## config.mk

```make
export PLATFORM = sky130hd
export DESIGN_NAME = vip_line_buffer_ctrl_flat
export DESIGN_NICKNAME = d
export VERILOG_FILES = /design/src/rtl/vip_line_buffer_ctrl_if.sv /design/src/rtl/vip_line_buffer_ctrl.sv /design/src/flat_wrapper.sv
export SDC_FILE = /design/constraint.sdc
export NUM_CORES = 1
export LEC_CHECK = 0
export CORE_UTILIZATION = 45
export CTS_BUF_LIST = sky130_fd_sc_hd__clkbuf_4
export DETAILED_ROUTE_END_ITERATION = 12
export GPL_TIMING_DRIVEN = 0
export PLACE_DENSITY = 0.74
export SLEW_MARGIN = 40
export SYNTH_ARGS = -nofsm -noshare
export SYNTH_HDL_FRONTEND = slang
export SYNTH_SLANG_ARGS = --single-unit
```

## constraint.sdc

```tcl
create_clock -name clk -period 2.4 [get_ports clk]
set_input_delay 0.36 -clock clk [delete_from_list [all_inputs] [get_ports clk]]
set_output_delay 0.36 -clock clk [all_outputs]
set_load 0.02 [all_outputs]
```

## src/rtl/vip_line_buffer_ctrl_if.sv

```systemverilog
// vip_line_buffer_ctrl_if: pixel stream in, line-buffer RAM control and status out
interface vip_line_buffer_ctrl_if #(
    parameter int COL_W = 10,
    parameter int ROW_W = 10
);
    logic             per_frame_vsync;
    logic             per_frame_href;
    logic             per_frame_clken;
    logic             ram_wr_en;
    logic             ram_wr_bank;
    logic [COL_W-1:0] ram_addr;
    logic             ram_rd_en;
    logic [COL_W-1:0] col_cnt;
    logic [ROW_W-1:0] row_cnt;
    logic             window_valid;
    logic             frame_done;
    logic             err_long_line;
    logic             err_short_line;
    logic             err_early_vsync;

    modport slave (
        input  per_frame_vsync, per_frame_href, per_frame_clken,
        output ram_wr_en, ram_wr_bank, ram_addr, ram_rd_en, col_cnt, row_cnt,
               window_valid, frame_done, err_long_line, err_short_line, err_early_vsync
    );

    modport master (
        output per_frame_vsync, per_frame_href, per_frame_clken,
        input  ram_wr_en, ram_wr_bank, ram_addr, ram_rd_en, col_cnt, row_cnt,
               window_valid, frame_done, err_long_line, err_short_line, err_early_vsync
    );
endinterface

```

## src/rtl/vip_line_buffer_ctrl.sv

```systemverilog
// vip_line_buffer_ctrl: column/row sequencer for a two-bank line-buffer ring feeding a 3x3 window
module vip_line_buffer_ctrl #(
    parameter int IMG_WIDTH  = 640,
    parameter int IMG_HEIGHT = 480,
    parameter int COL_W      = 10,
    parameter int ROW_W      = 10
) (
    input  logic                  clk,
    input  logic                  rst_n,
    vip_line_buffer_ctrl_if.slave bus
);
    typedef enum logic [1:0] {IDLE, WAIT_LINE, IN_LINE, FRAME_END} state_t;

    // One extra bit so the column can reach IMG_WIDTH even when IMG_WIDTH == 2^COL_W
    localparam logic [COL_W:0]   COL_LIM  = (COL_W+1)'(IMG_WIDTH);
    localparam logic [COL_W:0]   COL_ONE  = (COL_W+1)'(1);
    localparam logic [COL_W:0]   COL_TWO  = (COL_W+1)'(2);
    localparam logic [ROW_W-1:0] ROW_LAST = ROW_W'(IMG_HEIGHT - 1);
    localparam logic [ROW_W-1:0] ROW_ONE  = ROW_W'(1);
    localparam logic [ROW_W-1:0] ROW_TWO  = ROW_W'(2);

    state_t           state_q, state_d;
    logic             vs_q, hr_q;
    logic [COL_W:0]   col_q, col_d;
    logic [ROW_W-1:0] row_q, row_d;
    logic             bank_q, bank_d;
    logic             strobe_q, strobe_d;
    logic [COL_W-1:0] ccnt_q, ccnt_d;
    logic [ROW_W-1:0] rcnt_q, rcnt_d;
    logic             wv_q, wv_d;
    logic             fd_q, fd_d;
    logic             el_q, el_d;
    logic             es_q, es_d;
    logic             ev_q, ev_d;

    logic           vs_rise, hr_rise, hr_fall, pix;
    logic [COL_W:0] cur_col;

    assign vs_rise = bus.per_frame_vsync & ~vs_q;
    assign hr_rise = bus.per_frame_href & ~hr_q;
    assign hr_fall = ~bus.per_frame_href & hr_q;
    // A pixel arriving with the href rise is column 0 of the new line
    assign cur_col = (state_q == IN_LINE) ? col_q : '0;
    assign pix     = ~vs_rise & bus.per_frame_href & bus.per_frame_clken &
                     ((state_q == IN_LINE) | ((state_q == WAIT_LINE) & hr_rise));

    // Next-state, counters and registered outputs; vsync rise overrides everything
    always_comb begin
        state_d  = state_q;
        col_d    = col_q;
        row_d    = row_q;
        bank_d   = bank_q;
        strobe_d = 1'b0;
        ccnt_d   = ccnt_q;
        rcnt_d   = rcnt_q;
        wv_d     = 1'b0;
        fd_d     = 1'b0;
        el_d     = el_q;
        es_d     = es_q;
        ev_d     = ev_q;
        if (vs_rise) begin
            state_d = WAIT_LINE;
            col_d   = '0;
            row_d   = '0;
            bank_d  = 1'b0;
            ccnt_d  = '0;
            rcnt_d  = '0;
            el_d    = 1'b0;
            es_d    = 1'b0;
            ev_d    = (state_q == WAIT_LINE) || (state_q == IN_LINE);
        end else begin
            case (state_q)
                WAIT_LINE: begin
                    if (hr_rise) begin
                        state_d = IN_LINE;
                        col_d   = '0;
                    end
                end
                IN_LINE: begin
                    if (hr_fall) begin
                        es_d   = es_q | (col_q < COL_LIM);
                        bank_d = ~bank_q;
                        if (row_q == ROW_LAST) begin
                            state_d = FRAME_END;
                            fd_d    = 1'b1;
                        end else begin
                            state_d = WAIT_LINE;
                            row_d   = row_q + ROW_ONE;
                        end
                    end
                end
                FRAME_END: state_d = IDLE;
                default:   state_d = IDLE;
            endcase
            if (pix) begin
                if (cur_col < COL_LIM) begin
                    strobe_d = 1'b1;
                    ccnt_d   = cur_col[COL_W-1:0];
                    rcnt_d   = row_q;
                    wv_d     = (row_q >= ROW_TWO) && (cur_col >= COL_TWO);
                    col_d    = cur_col + COL_ONE;
                end else begin
                    el_d = 1'b1;
                end
            end
        end
    end

    // State, edge detectors and output registers
    always_ff @(posedge clk or negedge rst_n) begin
        if (!rst_n) begin
            state_q  <= IDLE;
            vs_q     <= 1'b0;
            hr_q     <= 1'b0;
            col_q    <= '0;
            row_q    <= '0;
            bank_q   <= 1'b0;
            strobe_q <= 1'b0;
            ccnt_q   <= '0;
            rcnt_q   <= '0;
            wv_q     <= 1'b0;
            fd_q     <= 1'b0;
            el_q     <= 1'b0;
            es_q     <= 1'b0;
            ev_q     <= 1'b0;
        end else begin
            state_q  <= state_d;
            vs_q     <= bus.per_frame_vsync;
            hr_q     <= bus.per_frame_href;
            col_q    <= col_d;
            row_q    <= row_d;
            bank_q   <= bank_d;
            strobe_q <= strobe_d;
            ccnt_q   <= ccnt_d;
            rcnt_q   <= rcnt_d;
            wv_q     <= wv_d;
            fd_q     <= fd_d;
            el_q     <= el_d;
            es_q     <= es_d;
            ev_q     <= ev_d;
        end
    end

    assign bus.ram_wr_en       = strobe_q;
    assign bus.ram_rd_en       = strobe_q;
    assign bus.ram_wr_bank     = bank_q;
    assign bus.ram_addr        = ccnt_q;
    assign bus.col_cnt         = ccnt_q;
    assign bus.row_cnt         = rcnt_q;
    assign bus.window_valid    = wv_q;
    assign bus.frame_done      = fd_q;
    assign bus.err_long_line   = el_q;
    assign bus.err_short_line  = es_q;
    assign bus.err_early_vsync = ev_q;
endmodule

```

## src/flat_wrapper.sv

```systemverilog
// flat-port wrapper written by rule: the top's interface ports become plain ports
module vip_line_buffer_ctrl_flat 
#(
    parameter int IMG_WIDTH  = 640,
    parameter int IMG_HEIGHT = 480,
    parameter int COL_W      = 10,
    parameter int ROW_W      = 10
)
  (clk, rst_n, bus_per_frame_vsync, bus_per_frame_href, bus_per_frame_clken, bus_ram_wr_en, bus_ram_wr_bank, bus_ram_addr, bus_ram_rd_en, bus_col_cnt, bus_row_cnt, bus_window_valid, bus_frame_done, bus_err_long_line, bus_err_short_line, bus_err_early_vsync);
  vip_line_buffer_ctrl_if #(.COL_W(COL_W), .ROW_W(ROW_W)) bus_i ();
  input  logic clk;
  input  logic rst_n;
  input wire logic [$bits(bus_i.per_frame_vsync)-1:0] bus_per_frame_vsync;
  input wire logic [$bits(bus_i.per_frame_href)-1:0] bus_per_frame_href;
  input wire logic [$bits(bus_i.per_frame_clken)-1:0] bus_per_frame_clken;
  output wire logic [$bits(bus_i.ram_wr_en)-1:0] bus_ram_wr_en;
  output wire logic [$bits(bus_i.ram_wr_bank)-1:0] bus_ram_wr_bank;
  output wire logic [$bits(bus_i.ram_addr)-1:0] bus_ram_addr;
  output wire logic [$bits(bus_i.ram_rd_en)-1:0] bus_ram_rd_en;
  output wire logic [$bits(bus_i.col_cnt)-1:0] bus_col_cnt;
  output wire logic [$bits(bus_i.row_cnt)-1:0] bus_row_cnt;
  output wire logic [$bits(bus_i.window_valid)-1:0] bus_window_valid;
  output wire logic [$bits(bus_i.frame_done)-1:0] bus_frame_done;
  output wire logic [$bits(bus_i.err_long_line)-1:0] bus_err_long_line;
  output wire logic [$bits(bus_i.err_short_line)-1:0] bus_err_short_line;
  output wire logic [$bits(bus_i.err_early_vsync)-1:0] bus_err_early_vsync;
  assign bus_i.per_frame_vsync = bus_per_frame_vsync;
  assign bus_i.per_frame_href = bus_per_frame_href;
  assign bus_i.per_frame_clken = bus_per_frame_clken;
  assign bus_ram_wr_en = bus_i.ram_wr_en;
  assign bus_ram_wr_bank = bus_i.ram_wr_bank;
  assign bus_ram_addr = bus_i.ram_addr;
  assign bus_ram_rd_en = bus_i.ram_rd_en;
  assign bus_col_cnt = bus_i.col_cnt;
  assign bus_row_cnt = bus_i.row_cnt;
  assign bus_window_valid = bus_i.window_valid;
  assign bus_frame_done = bus_i.frame_done;
  assign bus_err_long_line = bus_i.err_long_line;
  assign bus_err_short_line = bus_i.err_short_line;
  assign bus_err_early_vsync = bus_i.err_early_vsync;
  vip_line_buffer_ctrl #(.IMG_WIDTH(IMG_WIDTH), .IMG_HEIGHT(IMG_HEIGHT), .COL_W(COL_W), .ROW_W(ROW_W)) u_core (.clk(clk), .rst_n(rst_n), .bus(bus_i));
endmodule
```

After elaboration in Yosys (flattened, before gate mapping)
Cells that the tools add are included.
- reduce and logical (&&, ||, !) cells: 11
- magnitude comparators: 4
- shift operators: 0
- add/subtract/negate cells: 2
- multipliers: 0
- multiplexer cells: 40
- equal/unequal tests: 7
- bitwise operators: 14
- div/mod/pow operators: 0
- operators by type and width (operator ; count):
    $mux 10 ; 10
    $mux 11 ; 6
    $lt 11x10->1 const B ; 2
    $mux 1 ; 19
    $add 11x1->11 const B ; 1
    $ge 11x2->1 const B ; 1
    $add 10x1->10 const B ; 1
    $eq 10x9->1 const B ; 1
    $ge 10x2->1 const B ; 1
    $mux 2 ; 4
    $reduce_and 2->1 ; 4
    $reduce_bool 2->1 ; 4
    $and 1x1->1 ; 7
    $ne 3x1->1 const B ; 2
    $not 1->1 ; 5
    $ne 2x1->1 const B ; 2
    $pmux 2 s2 ; 1
    $reduce_and 3->1 ; 1
    $eq 2x1->1 const B ; 1
    $eq 2x2->1 const B ; 1
    $or 1x1->1 ; 2
    $logic_and 1x1->1 ; 1
    $logic_or 1x1->1 ; 1
- bits of input ports: 5
- memories kept: 0
- output and inout port bits: 38
- RAM bits: 0
- latch bits: 0
- word-level logic and storage cells: 92
- bits in read-only memories: 0
- bits in registers: 52

Logic depth before layout (Yosys ltp)
- depth in word-level cells: 8
- gate-level depth with buffers: 10
- mapped depth without buffers: 9

Worst setup path after synthesis
No wires, ideal clock.
- path type: register -> register
- from: reg u_core.state_q[0]
- to: reg u_core.col_q[8]
- library setup time: 83 ps
- data arrival time: 2325 ps
- cell stages (with the launch flop): 11
- path buffers: 2
- required time: 2317 ps
- path slack: -8 ps
- clock period less this slack: 2408 ps
- cells stage by stage: dfrtp_1 inv_1 ha_1 buf_2 buf_1 and2_1 ha_1 nand4_1 or3_1 or3_1 o21ai_0
- word-level cells in the longest chain between the ends: 6
- elaborated cells on any way between the ends: 12
- classes of those cells: add/sub: 1; order compare: 1; eq/ne: 2; mux: 5; bitwise: 3
- ends and longest elaborated chain (item ; RTL line ; source):
    start: declaration ; vip_line_buffer_ctrl.sv:22 ; state_t state_q, state_d;
    start signal: assignment ; vip_line_buffer_ctrl.sv:127 ; state_q <= state_d;
    $eq 2x2->1 / $eq 2x1->1 (equally long branches) ; vip_line_buffer_ctrl.sv:43, vip_line_buffer_ctrl.sv:45, vip_line_buffer_ctrl.sv:72 ;
    $mux 11 / $and 1x1->1 (equally long branches) ; vip_line_buffer_ctrl.sv:43, vip_line_buffer_ctrl.sv:45 ;
    $add 11x1->11 (tied with other cells) ; vip_line_buffer_ctrl.sv:101 ; col_d = cur_col + COL_ONE;
    $mux 11 / $and 1x1->1 (equally long branches) ; vip_line_buffer_ctrl.sv:96, vip_line_buffer_ctrl.sv:44 ;
    $mux 11 * ; vip_line_buffer_ctrl.sv:95 ; if (pix) begin
    $mux 11 * ; vip_line_buffer_ctrl.sv:61 ; if (vs_rise) begin
    net u_core.col_d[8] ; vip_line_buffer_ctrl.sv:24 ; logic [COL_W:0] col_q, col_d;
    end signal: assignment ; vip_line_buffer_ctrl.sv:130 ; col_q <= col_d;
    end: declaration ; vip_line_buffer_ctrl.sv:24 ;
Mark *: on every way through the listed nets, which the timed path passes. The rest lies on a longest branch.
A chain may end at the register's enable or synchronous reset.

Worst setup path after layout
Ends and elaborated chain as after synthesis.

==> results.py <==
metrics = {
    "sta": {
        "period_minus_slack_ns": 2.24,
        "post-route-period-util_pct": 93.4,
        "relSlewSlack_pct": 59.1,
        "timing.final.ws_setup_ns": 0.159,
        "max_freq_ghz": 0.446,
        "hold_ws_ns": 0.383,
        "rsz0062_at_grt": "no",
        "finalSetupViolations": 0,
        "clock_skew_ns": 0.00926,
        "drv_slew": 0,
        "hold_viol_final": 0,
        "max_slew.worst_pin.slew_ns": 0.613,
    },
    "floorplanning": {
        "die-area_um2": 6400,
        "dieWidth_um": 80.0,
        "core_area_um2": 5890,
        "start_util_pct": 46.5,
        "row_count": 28,
        "fp.dieH_um": 80.0,
        "io_pins": 43,
    },
    "routing": {
        "antenna_left": 0,
        "drc": 0,
        "wl_um": 6140,
        "drtPass1Iterations": 4,
        "vias": 2343,
        "wire_per_inst_um": 14.7,
        "viasPerCell": 5.62,
        "dr.first_iter.drc_count": 186,
    },
    "setup_path": {
        "reg2reg_from": "u_core.state_q[0]$_DFFE_PN0P_",
        "worst_r2r_path_depth": 9,
        "end_kind": "flip-flop",
        "critPathLaunch": "u_core.state_q[0]$_DFFE_PN0P_",
        "crit_type": "flip-flop to flip-flop",
        "crit_arrival_ns": 2.53,
        "cp.required_ns": 2.69,
        "startpoint_type": "flip-flop",
        "cp-endpoint": "u_core.col_q[8]$_DFF_PN0_",
        "cp_max_fo": 10,
        "reg2reg_slack_ns": 0.16,
        "r2r_end": "u_core.col_q[8]$_DFF_PN0_",
    },
    "grt": {
        "gr-total-overflow": 0,
        "grt_pass1_wl_um": 10500,
        "antenna_found_initial": 0,
        "track_usage_pct": 21.1,
        "grt_pass1_vias": 2148,
        "grt_start_max_net_pins": 35,
    },
    "layout": {
        "layout.nets": 353,
        "final_layout_size_suffix_gt1_share_pct": 10.5,
        "final.fill_count": 536,
        "layout_common_cells": "dfrtp_1 (52), clkdlybuf4s50_1 (41), nand2_1 (37)",
        "final_common_cell": "dfrtp_1",
        "utilization_pct": 57.3,
        "diodes": 0,
        "area_growth_pct": 23.2,
    },
    "clock_tree": {
        "cts-root-buf": "clkbuf_4",
        "clk_latency_ns": 0.37,
        "cts_tree": "yes",
        "path_clk_slew_ns": 0.14,
        "cts_num_sinks": 52,
        "cts_buffer_depth": 2,
        "numCtsBuffers": 5,
        "cts-htree-levels": 2,
    },
    "synth": {
        "yosysWarnings": 0,
        "synth_edf_count": 0,
        "mappedNetlistArea_um2": 2740,
        "synth_cells": 288,
        "synth_area_leaders": "dfrtp_1 (48%), nand2_1 (5.1%), mux2i_1 (4.8%), buf_4 (3.3%), ha_1 (3.2%)",
        "synth_top_area_cell": "dfrtp_1",
        "ys.flop_type": "dfrtp_1",
        "ys_types": 48,
        "synthArstFlopShare_pct": 100,
        "yosysTopAreaCellShare_pct": 47.5,
        "syn_area_per_cell_um2": 9.51,
        "yosysSeqAreaShare_pct": 47.5,
        "synth-seq-cells": 52,
        "syn_nets": 300,
    },
    "power": {
        "powerDensity_nw_per_um2": 531,
        "p_total_mw": 1.79,
        "peakVddDrop_mv": 0.464,
        "leakage_nw": 1.50,
    },
    "placement": {
        "gp_congestion": 0.889,
        "io_buffers": 42,
        "dp_slack_ns": -0.282,
        "hpwl_um": 4480,
    },
    "hold_path": {
        "min_path_type": "input port to asynchronous set/reset pin",
    },
    "status": {
        "run_status": "complete, no violations",
    },
    "job": {
        "maxCapViolCount": 0,
    },
}
==> synthesized netlist by cell type (3+ instances only) <==
| library cell | count |
|---|---|
| a21oi_1 | 13 |
| and2_1 | 4 |
| and3_1 | 3 |
| buf_1 | 3 |
| buf_4 | 12 |
| clkbuf_1 | 8 |
| dfrtp_1 | 52 |
| ha_1 | 7 |
| inv_1 | 15 |
| mux2i_1 | 13 |
| nand2_1 | 37 |
| nand3_1 | 11 |
| nand4_1 | 13 |
| nor2_1 | 13 |
| nor3_1 | 3 |
| nor4_1 | 7 |
| o21ai_0 | 15 |
| o21ai_1 | 6 |
| o22ai_1 | 3 |
| o32ai_1 | 3 |
| or3_1 | 7 |
| xnor2_1 | 4 |
==> what timing repair did <==
item | in CTS | in global routing
gates resized for setup | 3 | 2
endpoints found under the setup margin | 2 | 2
setup buffers | 0 | 3
hold buffers | 1 | 0
gates cloned | 0 | 0
endpoints found under the hold margin | 18 | 0
==> flip-flops by register name, summed over array words and instances (netlist names) <==
signal / flops
u_core.col_q: 11
u_core.bus.col_cnt: 10
u_core.bus.row_cnt: 10
u_core.row_q: 10
u_core.state_q: 2
u_core.bus.err_early_vsync: 1
u_core.bus.err_long_line: 1
u_core.bus.err_short_line: 1
u_core.bus.frame_done: 1
u_core.bus.ram_rd_en: 1
u_core.bus.ram_wr_bank: 1
u_core.bus.window_valid: 1
u_core.hr_q: 1
u_core.vs_q: 1
==> cell type report <==
type | count | area [µm²] | area share, %
well taps | 75 | 93.8 | 2.78
plain buffers | 27 | 183 | 5.42
clock buffers | 7 | 52.6 | 1.56
flip-flops and latches | 52 | 1300 | 38.6
repair buffers | 47 | 470 | 14.0
clock inverters | 1 | 3.75 | 0.111
inverters | 16 | 60.1 | 1.78
multi-input cells | 192 | 1210 | 35.8
==> routing by layer <==
layer	vias to the layer above	global-route usage [%]	wire length [µm]
met5	-	0	0
met4	0	6.07	96
met3	10	2.74	233
met2	61	32.5	2850
met1	1157	30.9	2960
li1	1115	-	-
==> cell families (layout without fill, tap and decap cells) <==
family,Yosys count,in the layout,synth area share (%)
DFF,52,52,47.5
AOI/OAI and AO/OA,57,57,13.4
and+or+nand+nor,110,110,20.6
xor gates and xnor gates,5,5,1.60
adders and majority gates,7,7,3.20
muxes,13,13,4.75
buffers and inverters,44,98,8.91
==> power breakdown <==
group / leakage (nW) / internal, mW / switching [mW]
sequential: 0.718 / 0.918 / 0.0423
clock: 0.0338 / 0.136 / 0.264
combinational: 0.745 / 0.183 / 0.248
total: 1.50 / 1.24 / 0.555
==> stage by stage <==
step                setup TNS, ns  cells  area (µm²)
floorplan                       0    288        2740
CTS                             0    414        3350
detailed placement         -0.433    406        3270
global route                    0    417        3370
global placement           -31.08    405        3250
finish                          0    417        3370
==> worst min-delay path by stage <==
stage                                                 startpoint                                     end  slack [ns]
after floorplan                                            rst_n       u_core.bus.col_cnt[0]$_DFFE_PN0P_        0.06
after global placement    u_core.bus.err_early_vsync$_DFFE_PN0P_  u_core.bus.err_early_vsync$_DFFE_PN0P_        0.48
after detailed placement                                   rst_n       u_core.bus.row_cnt[3]$_DFFE_PN0P_        0.25
after CTS                                                  rst_n       u_core.bus.row_cnt[6]$_DFFE_PN0P_        0.38
after global routing                                       rst_n       u_core.bus.row_cnt[3]$_DFFE_PN0P_        0.40
final                                                      rst_n       u_core.bus.row_cnt[3]$_DFFE_PN0P_        0.38
==> critical path: stages (launching register included) <==
cell	delay, ns
dfrtp_1	0.42
inv_2	0.10
ha_4	0.19
buf_4	0.18
and2_1	0.17
ha_2	0.23
nand4_1	0.09
or3_1	0.36
or3_1	0.35
o21ai_0	0.08
(Power assumes the default switching activity.)
